==> src/rtl/riscv_issue_queue.sv <==
// riscv_issue_queue: circular instruction FIFO with in-order issue.
// The head instruction waits while any source register it reads still has
// an outstanding write from an earlier issued instruction. Each register
// x1..x31 has a small down-counter that holds the remaining writeback time.
//
// Handshake: a transfer happens on a rising edge where valid && ready are
// both high. in_ready depends only on occupancy. out_valid depends only on
// registered state. Once out_valid is high, it and out_instr hold until the
// entry pops; the only exceptions are flush and reset.
module riscv_issue_queue #(
    parameter int WIDTH   = 32,
    parameter int DEPTH   = 4,
    parameter int LATENCY = 3
) (
    input  logic                       clk,
    input  logic                       rst,
    input  logic                       flush,
    input  logic                       in_valid,
    output logic                       in_ready,
    input  logic [WIDTH-1:0]           in_instr,
    output logic                       out_valid,
    input  logic                       out_ready,
    output logic [WIDTH-1:0]           out_instr,
    output logic                       stall,
    output logic [$clog2(DEPTH+1)-1:0] count
);

    localparam int PW = $clog2(DEPTH);
    localparam int CW = $clog2(DEPTH+1);
    localparam int SW = (LATENCY > 1) ? $clog2(LATENCY) : 1;

    localparam logic [CW-1:0] FULL_COUNT = CW'(DEPTH);
    localparam logic [SW-1:0] LOAD_VAL   = SW'(LATENCY - 1);

    localparam logic [6:0] OP_REG    = 7'b0110011;
    localparam logic [6:0] OP_IMM    = 7'b0010011;
    localparam logic [6:0] OP_LOAD   = 7'b0000011;
    localparam logic [6:0] OP_STORE  = 7'b0100011;
    localparam logic [6:0] OP_BRANCH = 7'b1100011;
    localparam logic [6:0] OP_LUI    = 7'b0110111;
    localparam logic [6:0] OP_AUIPC  = 7'b0010111;
    localparam logic [6:0] OP_JAL    = 7'b1101111;
    localparam logic [6:0] OP_JALR   = 7'b1100111;

    logic [WIDTH-1:0] mem [DEPTH];
    logic [PW-1:0]    wr_ptr;
    logic [PW-1:0]    rd_ptr;
    logic [CW-1:0]    count_q;

    logic [SW-1:0]    ctr [1:31];
    logic [31:0]      busy;

    logic [6:0]       opc;
    logic [4:0]       rd;
    logic [4:0]       rs1;
    logic [4:0]       rs2;
    logic             wr_rd;
    logic             rd_rs1;
    logic             rd_rs2;
    logic             hazard;
    logic             not_empty;
    logic             push;
    logic             pop;
    logic             issue_wr;

    assign not_empty = (count_q != '0);
    assign in_ready  = (count_q != FULL_COUNT);
    assign out_instr = mem[rd_ptr];
    assign count     = count_q;

    // Decode the head word: which registers it reads and whether it writes rd.
    always_comb begin
        opc    = out_instr[6:0];
        rd     = out_instr[11:7];
        rs1    = out_instr[19:15];
        rs2    = out_instr[24:20];
        wr_rd  = 1'b0;
        rd_rs1 = 1'b0;
        rd_rs2 = 1'b0;
        case (opc)
            OP_REG: begin
                wr_rd  = 1'b1;
                rd_rs1 = 1'b1;
                rd_rs2 = 1'b1;
            end
            OP_IMM, OP_LOAD, OP_JALR: begin
                wr_rd  = 1'b1;
                rd_rs1 = 1'b1;
            end
            OP_STORE, OP_BRANCH: begin
                rd_rs1 = 1'b1;
                rd_rs2 = 1'b1;
            end
            OP_LUI, OP_AUIPC, OP_JAL: begin
                wr_rd  = 1'b1;
            end
            default: begin
                wr_rd  = 1'b0;
            end
        endcase
    end

    // Busy view of the scoreboard; x0 is hardwired not busy.
    always_comb begin
        busy = '0;
        for (int r = 1; r < 32; r++) begin
            busy[r] = (ctr[r] != '0);
        end
    end

    assign hazard    = (rd_rs1 && busy[rs1]) || (rd_rs2 && busy[rs2]);
    assign out_valid = not_empty && !hazard;
    assign stall     = not_empty && hazard;

    // Flush drops a same-cycle push, but an issue in that cycle still counts.
    assign push     = in_valid && in_ready && !flush;
    assign pop      = out_valid && out_ready;
    assign issue_wr = pop && wr_rd && (rd != 5'd0);

    // Storage write; contents need no reset since count gates visibility.
    always_ff @(posedge clk) begin
        if (push) begin
            mem[wr_ptr] <= in_instr;
        end
    end

    // Pointer and occupancy bookkeeping with synchronous flush.
    always_ff @(posedge clk or negedge rst) begin
        if (!rst) begin
            wr_ptr  <= '0;
            rd_ptr  <= '0;
            count_q <= '0;
        end else if (flush) begin
            wr_ptr  <= '0;
            rd_ptr  <= '0;
            count_q <= '0;
        end else begin
            if (push) begin
                wr_ptr <= wr_ptr + PW'(1);
            end
            if (pop) begin
                rd_ptr <= rd_ptr + PW'(1);
            end
            case ({push, pop})
                2'b10:   count_q <= count_q + CW'(1);
                2'b01:   count_q <= count_q - CW'(1);
                default: count_q <= count_q;
            endcase
        end
    end

    // Writeback countdown per register; a new issue reloads over the decrement.
    // Flush leaves this alone because issued instructions still complete.
    always_ff @(posedge clk or negedge rst) begin
        if (!rst) begin
            for (int r = 1; r < 32; r++) begin
                ctr[r] <= '0;
            end
        end else begin
            for (int r = 1; r < 32; r++) begin
                if (issue_wr && (rd == 5'(r))) begin
                    ctr[r] <= LOAD_VAL;
                end else if (ctr[r] != '0) begin
                    ctr[r] <= ctr[r] - SW'(1);
                end
            end
        end
    end

endmodule

==> config.mk <==
export PLATFORM = sky130hd
export DESIGN_NAME = riscv_issue_queue
export DESIGN_NICKNAME = d
export VERILOG_FILES = /design/src/rtl/riscv_issue_queue.sv
export SDC_FILE = /design/constraint.sdc
export NUM_CORES = 1
export LEC_CHECK = 0
export CORE_MARGIN = 2
export CORE_UTILIZATION = 40
export CTS_BUF_LIST = sky130_fd_sc_hd__clkbuf_2 sky130_fd_sc_hd__clkbuf_4 sky130_fd_sc_hd__clkbuf_8
export DETAILED_ROUTE_END_ITERATION = 8
export PLACE_DENSITY = 0.58
export SLEW_MARGIN = 20
export SYNTH_ARGS = -nofsm -noshare
export SYNTH_HDL_FRONTEND = slang
export SYNTH_SLANG_ARGS = --single-unit
==> constraint.sdc <==
create_clock -name clk -period 10.3 [get_ports clk]
set_input_delay 2.06 -clock clk [delete_from_list [all_inputs] [get_ports clk]]
set_output_delay 2.06 -clock clk [all_outputs]
set_load 0.02 [all_outputs]
== After elaboration in Yosys (flattened, before gate mapping) ==
Memories as Yosys holds them, arrays and structs flattened.
Cells that the tools add are included.

* Logic and storage cells: 305
* Input port bits: 37
* Memories kept: 1
* Output and inout bits: 38
* Memory bits (writable): 128
* Register bits after elaboration: 69

{| class="wikitable"
|+ Memory list
! name !! depth !! width !! rd ports !! clocked after Yosys merged registers in !! write ports !! RTL line !! text
|-
| mem || 4 || 32 || 1 || 0 || 1 || 45 || <nowiki>logic [WIDTH-1:0] mem [DEPTH];</nowiki>
|}

* Reduce and logical (&&, ||, !) cells: 113
* Order comparisons: 2
* Mux-type cells: 77
* Add/sub/neg operators: 35
* Equality and inequality tests: 43

{| class="wikitable"
|+ Operator list
! kind !! number
|-
| $mux 2 || 66
|-
| $reduce_bool 2->1 || 64
|-
| $eq 5x5->1 const B || 16
|-
| $sub 2x1->2 const B || 31
|-
| $eq 5x4->1 const B || 8
|-
| $logic_and 1x1->1 || 40
|-
| $eq 7x6->1 const B || 3
|-
| $eq 7x7->1 const B || 3
|-
| $eq 5x3->1 const B || 4
|-
| $eq 7x5->1 const B || 2
|-
| $lt 5x6->1 const B || 2
|-
| $bmux 1 s5 || 2
|-
| $eq 5x2->1 const B || 2
|-
| $eq 7x2->1 const B || 1
|-
| $mux 1 || 7
|-
| $reduce_or 7->1 || 1
|-
| $pmux 3 s2 || 1
|-
| $reduce_bool 3->1 || 2
|-
| $reduce_or 6->1 || 1
|-
| $eq 5x1->1 const B || 1
|-
| $reduce_bool 5->1 || 1
|-
| $add 2x1->2 const B || 2
|-
| $add 3x1->3 const B || 1
|-
| $mux 3 || 1
|-
| 7 further kinds || 8
|}

== Depth between registers and ports, before layout ==
An unclocked memory read counts as a cell.

* Depth in word-level cells: 13
* Depth in mapped cells: 14
* Gate-level depth less buffers: 12

== Worst setup path before layout ==
OpenSTA, ideal clock, no wires.

* Path type: reg2out
* From: reg rd_ptr[0]
* To: out stall
* Required time: 8.240 ns
* Buffers on the path: 2
* Arrival time: 2.790 ns
* Stages on the path, launching flop included: 10
* Setup slack: 5.450 ns
* Path through: dfrtp_1 > buf_6 > buf_4 > mux4_2 > nand3b_1 > a2111oi_0 > o211ai_1 > a211o_1 > nand4_4 > nor2b_1

* Word-level cells in the longest chain between the ends: 7
* Elaborated cells on any way between the ends: 19
* Those cells by class: eq/ne: 6; mux: 6; reduce/logical: 6; memory: 1

{| class="wikitable"
|+ Ends and longest elaborated chain
! item !! RTL line !! text
|-
| start, declared || 47 || <nowiki>logic [PW-1:0] rd_ptr;</nowiki>
|-
| start signal, assigned || 142 || <nowiki>rd_ptr <= rd_ptr + PW'(1);</nowiki>
|-
| $mem_v2 4x32 * || -- ||
|-
| named net out_instr[3] || 23 || <nowiki>output logic [WIDTH-1:0] out_instr,</nowiki>
|-
| $eq 7x6->1, or another cell as far along || 80 || <nowiki>case (opc)</nowiki>
|-
| $reduce_or 6->1 (no line) / $reduce_or 3->1 (equally long branches) || -- ||
|-
| $mux 1 || 80 ||
|-
| $logic_and 1x1->1 || 111 || <nowiki>assign hazard = (rd_rs1 && busy[rs1]) || (rd_rs2 && busy[rs2]);</nowiki>
|-
| $logic_or 1x1->1 * || 111 ||
|-
| $logic_and 1x1->1 * || 113 || <nowiki>assign stall = not_empty && hazard;</nowiki>
|-
| end, declared || 24 || <nowiki>output logic stall,</nowiki>
|}

Mark *: on every way through the listed nets, which the timed path passes. The rest lies on a longest branch. The select of a mux whose other input is x is not followed.

== Final worst setup path ==
* From: reg rd_ptr[0]
* To: out stall

* Word-level cells in the longest chain between the ends: 7
* Elaborated cells on any way between the ends: 19
* Those cells by class: eq/ne: 6; mux: 6; reduce/logical: 6; memory: 1

{| class="wikitable"
|+ Ends and longest elaborated chain
! item !! RTL line
|-
| $mem_v2 4x32 * || --
|-
| parallel branches: the longest is 4 deep, another holds $bmux 1 s5 || --
|-
| $logic_or 1x1->1 * || 111
|-
| $logic_and 1x1->1 * || 113
|}

Mark *: on every way between the ends. The select of a mux whose other input is x is not followed.

==> results.md <==
* Cells after Synth at 655
* Final Max Slew Viols at 0
* Fillers at 1,968
* Nets@finish at 808
* Post-synth ARST share at 0.350
* Final ANT Viol Nets at 0
* Worst path slowest cell: a2111oi_1
* DR DRC count at 0
* Postcts setup bufs at 0
* Hpwl dp at 13.0 mm
* Hold Slack at 0.499 ns
* Row cnt at 55
* Crit path arrival time at 4.58 ns
* Area delta synth->final at 16.2%
* Die Wd at 155 um
* Worst path max stage delay at 0.86 ns
* Final Hold Viols at 0
* Mapped Area at 9130 um2
* Clock latency on the worst-skew pair at 0.48 ns
* Setup CP Type: reg2out
* Crit path required time at 8.24 ns
* Status: completed
* First-pass GRT wire length at 30.3 mm
* FF/Latch Area at 5570 um2
* PostCTS Resize Cnt at 0
* Yosys warnings at 0
* Tot GR Track Use at 0.165
* Number of global-route vias before repair at 5,624
* Grt ovf at 0
* CTS tree: yes
* Delay-heaviest family, CP: compound AO/OA/AOI/OAI gates
* Max cap viols at 0
* Crit Path Max Fanout at 34
* Worst path cell trace: buf_4, mux4_2, nand3b_1, a2111oi_1, o211ai_1, a211o_1, nand4_4, nor2b_1, clkdlybuf4s50_1
* Antenna violations before repair at 0
* Multi-input gate area at 3170 um2
* Synth top area cells: edfxtp_1 (42%), dfrtp_1 (19%), mux4_2 (8.4%)
* Dpl cell area at 10,200 um2
* Clock Skews at 0.0142 ns
* Number of flops mapped to enable cells by yosys at 128
* Post-synth top area cell: edfxtp_1
* Worst Hold Class: reg2reg
* Max Clk Rate at 151 MHz
* Vias at 5,373
* Worst slew pin tran at 1.02 ns
* Sequential element share of the synthesized area at 0.610
* Endpoints failing setup at 0
* Mean Syn Cell Area at 13.9 um2
* GP Congestion at 0.840
* # clock sinks at 197
* Vias/cell at 5.20
* Reg clk slew, reported paths at 0.11 ns
* Endpoint class of the critical path: output port
* Post-route clock period utilization at 0.644
* Port bufs at 74
* P per Cell Area at 271 nW/um2
* Post-synth top area share at 0.421
* Fin crit period at 6.64 ns
* Effective utilization at floorplan at 0.406
* Die ar. at 24,000 um2
* Main synth FF type: edfxtp_1
* Setup tns final at 0 ns
* # IOs at 75
* CTS buffer count at 17
* Buffer levels on the longest clock path at 2
* # diodes at 0
* Share of post-route cells with drive strength above 1 at 0.126
* Max_slew headroom at 0.320
* Die height at 155 um
* Maximum vdd drop at 0.111 mV
* Wire per inst at 18.3 um
* CP Launch Type: flip-flop
* CTS Hold Bufs at 0
* Buf/Inv on CP at 2
* Fin area at 10,600 um2
* RSZ-0062 raised after global routing: no
* Synth Register Bits at 197
* DR pass1 iterations at 4
* H-tree levels at 4
* WL final at 18.9 mm
* Synthesized Nets at 728
* Root Buffer: clkbuf_8
* Netlist cell types at 54
* Core area at 22,500 um2
* Leak at 4.03 nW
* Largest net degree at the start of global routing at 70
* Number of DRC markers in iteration 0 at 247
## cell usage after synthesis, drive strengths merged (3+ instances only)
cell type / n
mux4: 34
mux2i: 25
a21oi: 36
buf: 17
a2111oi: 3
edfxtp: 128
nand2: 23
o21ai: 29
nor2: 42
and2: 6
o221ai: 4
nand3: 9
ha: 35
xnor2: 12
a31oi: 17
inv: 69
mux2: 11
nor3: 4
o21a: 9
clkbuf: 5
dfrtp: 69
nand2b: 6
nor2b: 11
xor2: 23
## cell type report
class                           instances  area share
Clock buffer                           17      0.0221
Clock inverter                         15      0.0198
Tap cell                              285      0.0336
Multi-Input combinational cell        367       0.299
Sequential cell                       197       0.525
Inverter                               69      0.0244
Timing Repair Buffer                   83      0.0758
## per-stage QoR
stage	total power, mW	instances	setup WS [ns]	utilization
3_3_place_gp	2.30	1001	4.20	0.451
4_1_cts	2.91	1033	3.53	0.471
2_1_floorplan	2.02	655	5.45	-
3_5_place_dp	2.36	1001	4.09	0.451
6_report	2.87	1033	3.66	0.471
5_1_grt	3.09	1033	3.45	0.471
## worst min-delay path, stage by stage, from the launching register on
cell and delay (ns):
dfrtp_1 0.36, nand2_1 0.05, o221ai_1 0.06
## flip-flops by register name (all words and copies together), names as in the netlist
register,cells
mem,128
count,3
wr_ptr,2
ctr,62
rd_ptr,2
## power breakdown
group | switching (mW) | internal, mW | leakage, nW | total (mW)
Clock | 0.321 | 0.217 | 0.222 | 0.538
Sequential | 0.0868 | 1.03 | 1.99 | 1.11
Combinational | 0.661 | 0.559 | 1.82 | 1.22
Total | 1.07 | 1.80 | 4.03 | 2.87
## final timing paths
kind	slack (ns)	from	endpoint	cells past startpoint
min in group asynchronous	1.78	rst	ctr[47]$_DFFE_PN0P_	2
setup reg to reg	5.77	rd_ptr[0]$_DFFE_PN0P_	count[2]$_DFFE_PN0P_	12
max in group asynchronous	7.86	rst	rd_ptr[0]$_DFFE_PN0P_	2
hold reg to reg	0.50	ctr[59]$_DFFE_PN0P_	ctr[59]$_DFFE_PN0P_	2
setup / recovery	3.66	rd_ptr[0]$_DFFE_PN0P_	stall	9
hold / removal	0.50	ctr[59]$_DFFE_PN0P_	ctr[59]$_DFFE_PN0P_	2
## routing by layer
layer	track usage	part of all wire
met2	0.280	0.50
met5	0	0
met1	0.211	0.43
met3	0.0487	0.062
met4	0.0366	0.0082
## cells by family (layout without fill, tap and decap cells)
kind of cell / after synthesis / count (layout) / share of synthesized area
adders and majority gates: 36 / 36 / 0.0502
DFF: 197 / 197 / 0.610
xor gates and xnor gates: 35 / 35 / 0.0336
and+or+nand+nor: 117 / 117 / 0.0658
muxes: 70 / 70 / 0.125
buffers and inverters: 91 / 184 / 0.0426
AOI/OAI and AO/OA: 109 / 109 / 0.0722
## placed cells by master, fill, tap and decap left out, types with 3 or more instances in the layout
| master | n |
|---|---|
| o221ai_1 | 4 |
| clkbuf_8 | 17 |
| inv_8 | 5 |
| xor2_1 | 23 |
| nand2_1 | 23 |
| o21ai_1 | 7 |
| nor2_1 | 42 |
| and2_1 | 6 |
| clkdlybuf4s50_1 | 73 |
| a31oi_1 | 17 |
| nor3_1 | 4 |
| nand2b_1 | 6 |
| edfxtp_1 | 128 |
| clkinv_8 | 3 |
| buf_4 | 9 |
| nor2b_1 | 11 |
| inv_1 | 69 |
| mux4_2 | 34 |
| nand3_1 | 9 |
| mux2_2 | 9 |
| o21ai_0 | 21 |
| a21oi_1 | 36 |
| dfrtp_1 | 68 |
| xnor2_1 | 12 |
| ha_1 | 35 |
| inv_12 | 3 |
| mux2i_1 | 25 |
| o21a_1 | 9 |
No activity file was read; power rests on OpenSTA's default activity.
==> RTL edit 1: new RTL, same flow settings <==
`WIDTH`: 32 -> 64.
--- a/src/rtl/riscv_issue_queue.sv
+++ b/src/rtl/riscv_issue_queue.sv
@@ -8,7 +8,7 @@
 // registered state. Once out_valid is high, it and out_instr hold until the
 // entry pops; the only exceptions are flush and reset.
 module riscv_issue_queue #(
-    parameter int WIDTH   = 32,
+    parameter int WIDTH   = 64,
     parameter int DEPTH   = 4,
     parameter int LATENCY = 3
 ) (
Interface: changed (resized in_instr and out_instr); port bits go from 75 to 139. No check against the original RTL was run, so the function may have changed too.
==> RTL edit 1 against the original RTL <==
- sequential cell count grew 128
- total power grew 63%
- via count grew 40%
- worst setup slack gained 48 ps
- die area grew 49%
- global-route usage grew 0.090 points
- area after synthesis grew 51%
- design area grew 58%
- routed wire length grew 54%
- sequential power grew 60%
- non-clock buffer count grew 58
- critical path type unchanged
==> RTL edit 1: results (changes against the original RTL) <==
stage	metric	value	unit	change
status	outcome	completed		unchanged
synth	synth_area_leaders	edfxtp_1, dfrtp_1, mux4_2, ha_1, mux2i_1		was edfxtp_1, dfrtp_1, mux4_2, ha_1, inv_1
placed_design	dp_hpwl	18240	µm	was 13,020 µm
clocking	clock_path_buffers	3		was 2
pwr	ir_worst_vdd	0.1264	mV	was 0.1107 mV
synth	syn_nets	923		was 728
placed_design	gp_congestion	0.7857		was 0.8399
cells_and_area	fin_cells	1482		was 1,033
global_route	track_usage	0.1662		was 0.1653
placed_design	dp_cells	1381		was 1,001
pwr	power_clock	1.15	mW	was 0.538 mW
synth	ys_seq_area_frac	0.6839		was 0.6103
worst_hold_path	holdPathEnd	ctr[57]		was ctr[59]
routing	route.met2.wl	13730	µm	was 9454 µm
global_route	grt_util_met1	0.2132		was 0.2112
routing	first_pass_iters	5		was 4
timing	layout_min_cycle_time	6590	ps	was 6638 ps
global_route	grt_pass1_wl	45640	µm	was 30,280 µm
pwr	internal_power	3.121	mW	was 1.801 mW
routing	vias_per_cell	5.088		was 5.201
routing	met1_length	12490	µm	was 8140 µm
synth	syn_area_per_cell	16.83	µm²	was 13.94 µm²
routing	wl	29060	µm	was 18,920 µm
pwr	p_sw	1.563	mW	was 1.069 mW
pwr	p_leak	5.965	nW	was 4.033 nW
setup_path	reg2regPathDepth	8		was 12
global_route	met3_usage	0.05894		was 0.04875
routing	top_layer_used	met5		was met4
global_route	antenna_found_initial	2		was 0
synth	yosys.cell_types.count	58		was 54
timing	fin_skew	25.16	ps	was 14.24 ps
timing	hold_slack	486.8	ps	was 499.2 ps
global_route	grt_max_degree	67		was 70
setup_path	worstPathArrival	4530	ps	was 4580 ps
synth	synth_edf_count	256		was 128
cells_and_area	largest_reg_flops	256		was 128
cells_and_area	nFillCells	2950		was 1,968
routing	drtIter0Drc	505		was 247
clocking	insertion_delay	600	ps	was 480 ps
setup_path	crit_path_start	rd_ptr[1]		was rd_ptr[0]
pwr	seqPwrFrac	0.381		was 0.387
worst_hold_path	hold_start	ctr[57]		was ctr[59]
placed_design	dpl_worst_slack	4221	ps	was 4090 ps
cells_and_area	num-nets-final	1094		was 808
placed_design	placed_area	15590	µm²	was 10,160 µm²
-- RTL edit 1: logic make-up after synthesis --
group,count (synthesis),share of synthesized area
adder cells (fa/ha/maj),36,0.03327
AND/OR/NAND/NOR,129,0.04854
AO/OA/AOI/OAI,97,0.04709
XOR/XNOR,35,0.02227
buffers and inverters,92,0.02891
flip-flops,325,0.6839
multiplexers,104,0.1360
-- RTL edit 1: area by class of cell --
type	count	area (µm²)	share of cell area
repair buffers	141	1399	0.08369
inverters	66	247.7	0.01482
clock inverters	13	75.07	0.004491
flip-flops and latches	325	9422	0.5637
clock buffers	88	1049	0.06273
multi-input cells	401	3963	0.2371
well taps	448	560.5	0.03354
-- RTL edit 1: critical path, cell delays in order (launching register included) --
cell and delay (ps):
dfrtp_4 1060, mux4_2 690, mux2_1 380, o22ai_1 130, nor2_1 90, a2111oi_4 650, nor2_1 170, nor2b_1 150
clkdlybuf4s50_1 610
==> RTL edit 2: new RTL, config.mk and constraints unchanged <==
Made on the original files. Register the output `count` once more, cleared by the reset; this adds one clock of latency there. The other outputs are not delayed to match.
--- a/src/rtl/riscv_issue_queue.sv
+++ b/src/rtl/riscv_issue_queue.sv
@@ -66,7 +66,13 @@
     assign not_empty = (count_q != '0);
     assign in_ready  = (count_q != FULL_COUNT);
     assign out_instr = mem[rd_ptr];
-    assign count     = count_q;
+    always_ff @(posedge clk or negedge rst) begin
+        if (!rst) begin
+            count <= '0;
+        end else begin
+            count <= count_q;
+        end
+    end
 
     // Decode the head word: which registers it reads and whether it writes rd.
     always_comb begin
Formal check against the unedited RTL: not equivalent (a bounded check fails within 4 cycles, from zero or initial values and one cycle with rst low).
==> RTL edit 2 against the original RTL <==
- worst setup slack gained 230 ps
- routed wire length is 1.3% lower
- core utilization about the same
- first-iteration DRC count is 6.1% higher
- area after synthesis increased by 0.78%
- sequential cell count is 3 higher
- total power is 8.8% higher
- combinational power rose by 19%
- design area up 0.53%
- die area increased by 0.76%
==> RTL edit 2: results (changes against the original RTL) <==
stage	metric	value	unit	change
setup_path	rr_startpoint	rd_ptr[0]		unchanged
placed_design	gp_congestion	0.7851		was 0.8399
clocking	clock_path_buffers	2		unchanged
setup_path	worstReg2RegEnd	count_q[2]		was count[2]
placed_design	dpl_worst_slack	4336	ps	was 4090 ps
routing	via_count	5287		was 5,373
routing	met3_length	1062	µm	was 1173 µm
routing	antenna_left	0		unchanged
routing	top_layer_used	met4		unchanged
timing	timing.final.max_slew_violations	0		unchanged
synth	async_reset_ff_frac	0.3600		was 0.3503
cells_and_area	largestRegisters	mem (128), ctr (62)		
global_route	grt_pass1_vias	5566		was 5,624
worst_hold_path	holdPathEnd	count[2]		was ctr[59]
timing	layout_min_cycle_time	6404	ps	was 6638 ps
pwr	ir_worst_vdd	0.1115	mV	was 0.1107 mV
worst_hold_path	hold_start	count_q[2]		was ctr[59]
synth	ys_seq_area_frac	0.6137		was 0.6103
global_route	gr-total-overflow	0		unchanged
cells_and_area	fin_cells	1019		was 1,033
setup_path	reg2regPathDepth	12		unchanged
routing	first_pass_iters	4		unchanged
global_route	grt_max_degree	73		was 70
worst_hold_path	min_path_cells	0		was 2
worst_hold_path	hold_path.class	reg2reg		unchanged
synth	synth_flop_cell	edfxtp_1		unchanged
placed_design	placed_area	10210	µm²	was 10,160 µm²
placed_design	dp_hpwl	12770	µm	was 13,020 µm
setup_path	worstPathArrival	4340	ps	was 4580 ps
timing	fin_skew	18.61	ps	was 14.24 ps
clocking	postCtsSetupBuffers	0		unchanged
synth	synth_commonest_cells	edfxtp_1, dfrtp_1, inv_1, mux2i_1, nor2_1		was edfxtp_1, dfrtp_1, inv_1, nor2_1, a21oi_1
placed_design	io_buffers	74		unchanged
global_route	grt_pass1_wl	30350	µm	was 30,280 µm
cells_and_area	antennaDiodeCount	0		unchanged
routing	wl_per_cell	18.34	µm	was 18.32 µm
synth	syn_area_per_cell	14.33	µm²	was 13.94 µm²
routing	route.met2.wl	8912	µm	was 9454 µm
pwr	p_leak	4.050	nW	was 4.033 nW
clocking	cts_buffers	17		unchanged
setup_path	cpMaxStageDelayCell	mux4_2		was a2111oi_1
synth	yosys.cell_types.count	50		was 54
routing	drtIter0Drc	262		was 247
setup_path	rrSetupSlack	6040	ps	was 5770 ps
synth	synth_area_leaders	edfxtp_1, dfrtp_1, mux4_2, ha_1, mux2i_1		was edfxtp_1, dfrtp_1, mux4_2, ha_1, inv_1
global_route	track_usage	0.1649		was 0.1653
status	outcome	completed		unchanged
placed_design	dp_cells	987		was 1,001
cells_and_area	num-nets-final	794		was 808
routing	met1_length	8542	µm	was 8140 µm
timing	worst_pin_slew	955.2	ps	was 1017 ps
synth	syn_nets	715		was 728
setup_path	crit_fanout	25		was 34
setup_path	cp_top_family	multiplexers		was compound AO/OA/AOI/OAI gates
clocking	clkSlewWorstSetupHoldPaths	110	ps	about the same
setup_path	cpPeakStageDelay	800	ps	was 860 ps
cells_and_area	drive_gt1_frac	0.1144		was 0.1257
timing	hold_viol_final	0		unchanged
==> RTL edit 2: routing by layer <==
metal,GRT usage,vias up
met1,0.2211,2677
met3,0.04611,13
li1,-,2495
met2,0.2655,102
met4,0.04543,0
met5,0,-
==> RTL edit 2: logic make-up (layout without fill, tap and decap cells) <==
kind of cell             Yosys count  after routing  synth area share
AO/OA/AOI/OAI                    108            108           0.07304
XOR/XNOR                          35             35           0.03332
adder cells (fa/ha/maj)           36             36           0.04978
buffers and inverters             89            181           0.04230
flip-flops                       200            200            0.6137
multiplexers                      78             78            0.1304
AND/OR/NAND/NOR                   96             96           0.05740
==> RTL edit 2: power breakdown <==
group	internal (mW)	switching, mW	total (mW)
sequential	1.04	0.0997	1.14
clock	0.215	0.322	0.536
combinational	0.687	0.758	1.45
==> RTL edit 2: worst max-delay path by stage <==
stage                         start    end  cells past startpoint
after floorplan           rd_ptr[0]  stall                     10
after global placement    rd_ptr[0]  stall                     10
after detailed placement  rd_ptr[0]  stall                     10
after CTS                 rd_ptr[0]  stall                     10
after global routing      rd_ptr[0]  stall                     10
final                     rd_ptr[0]  stall                     10
==> RTL edit 2: layout make-up <==
cell class / count / area, µm²
Fill cell: 1953 / 11980
Sequential cell: 200 / 5647
Multi-Input combinational cell: 353 / 3164
Timing Repair Buffer: 81 / 788.3
Tap cell: 285 / 356.6
Inverter: 68 / 255.2
Clock buffer: 17 / 234.0
Clock inverter: 15 / 215.2
==> RTL edit 2: metrics by stage <==
stage                     hold WS (ps)  utilization
after detailed placement         433.4       0.4510
after global routing             501.4       0.4708
final                            455.1       0.4708
after CTS                        463.9       0.4708
after global placement           428.0       0.4510
after floorplan                  407.3            -
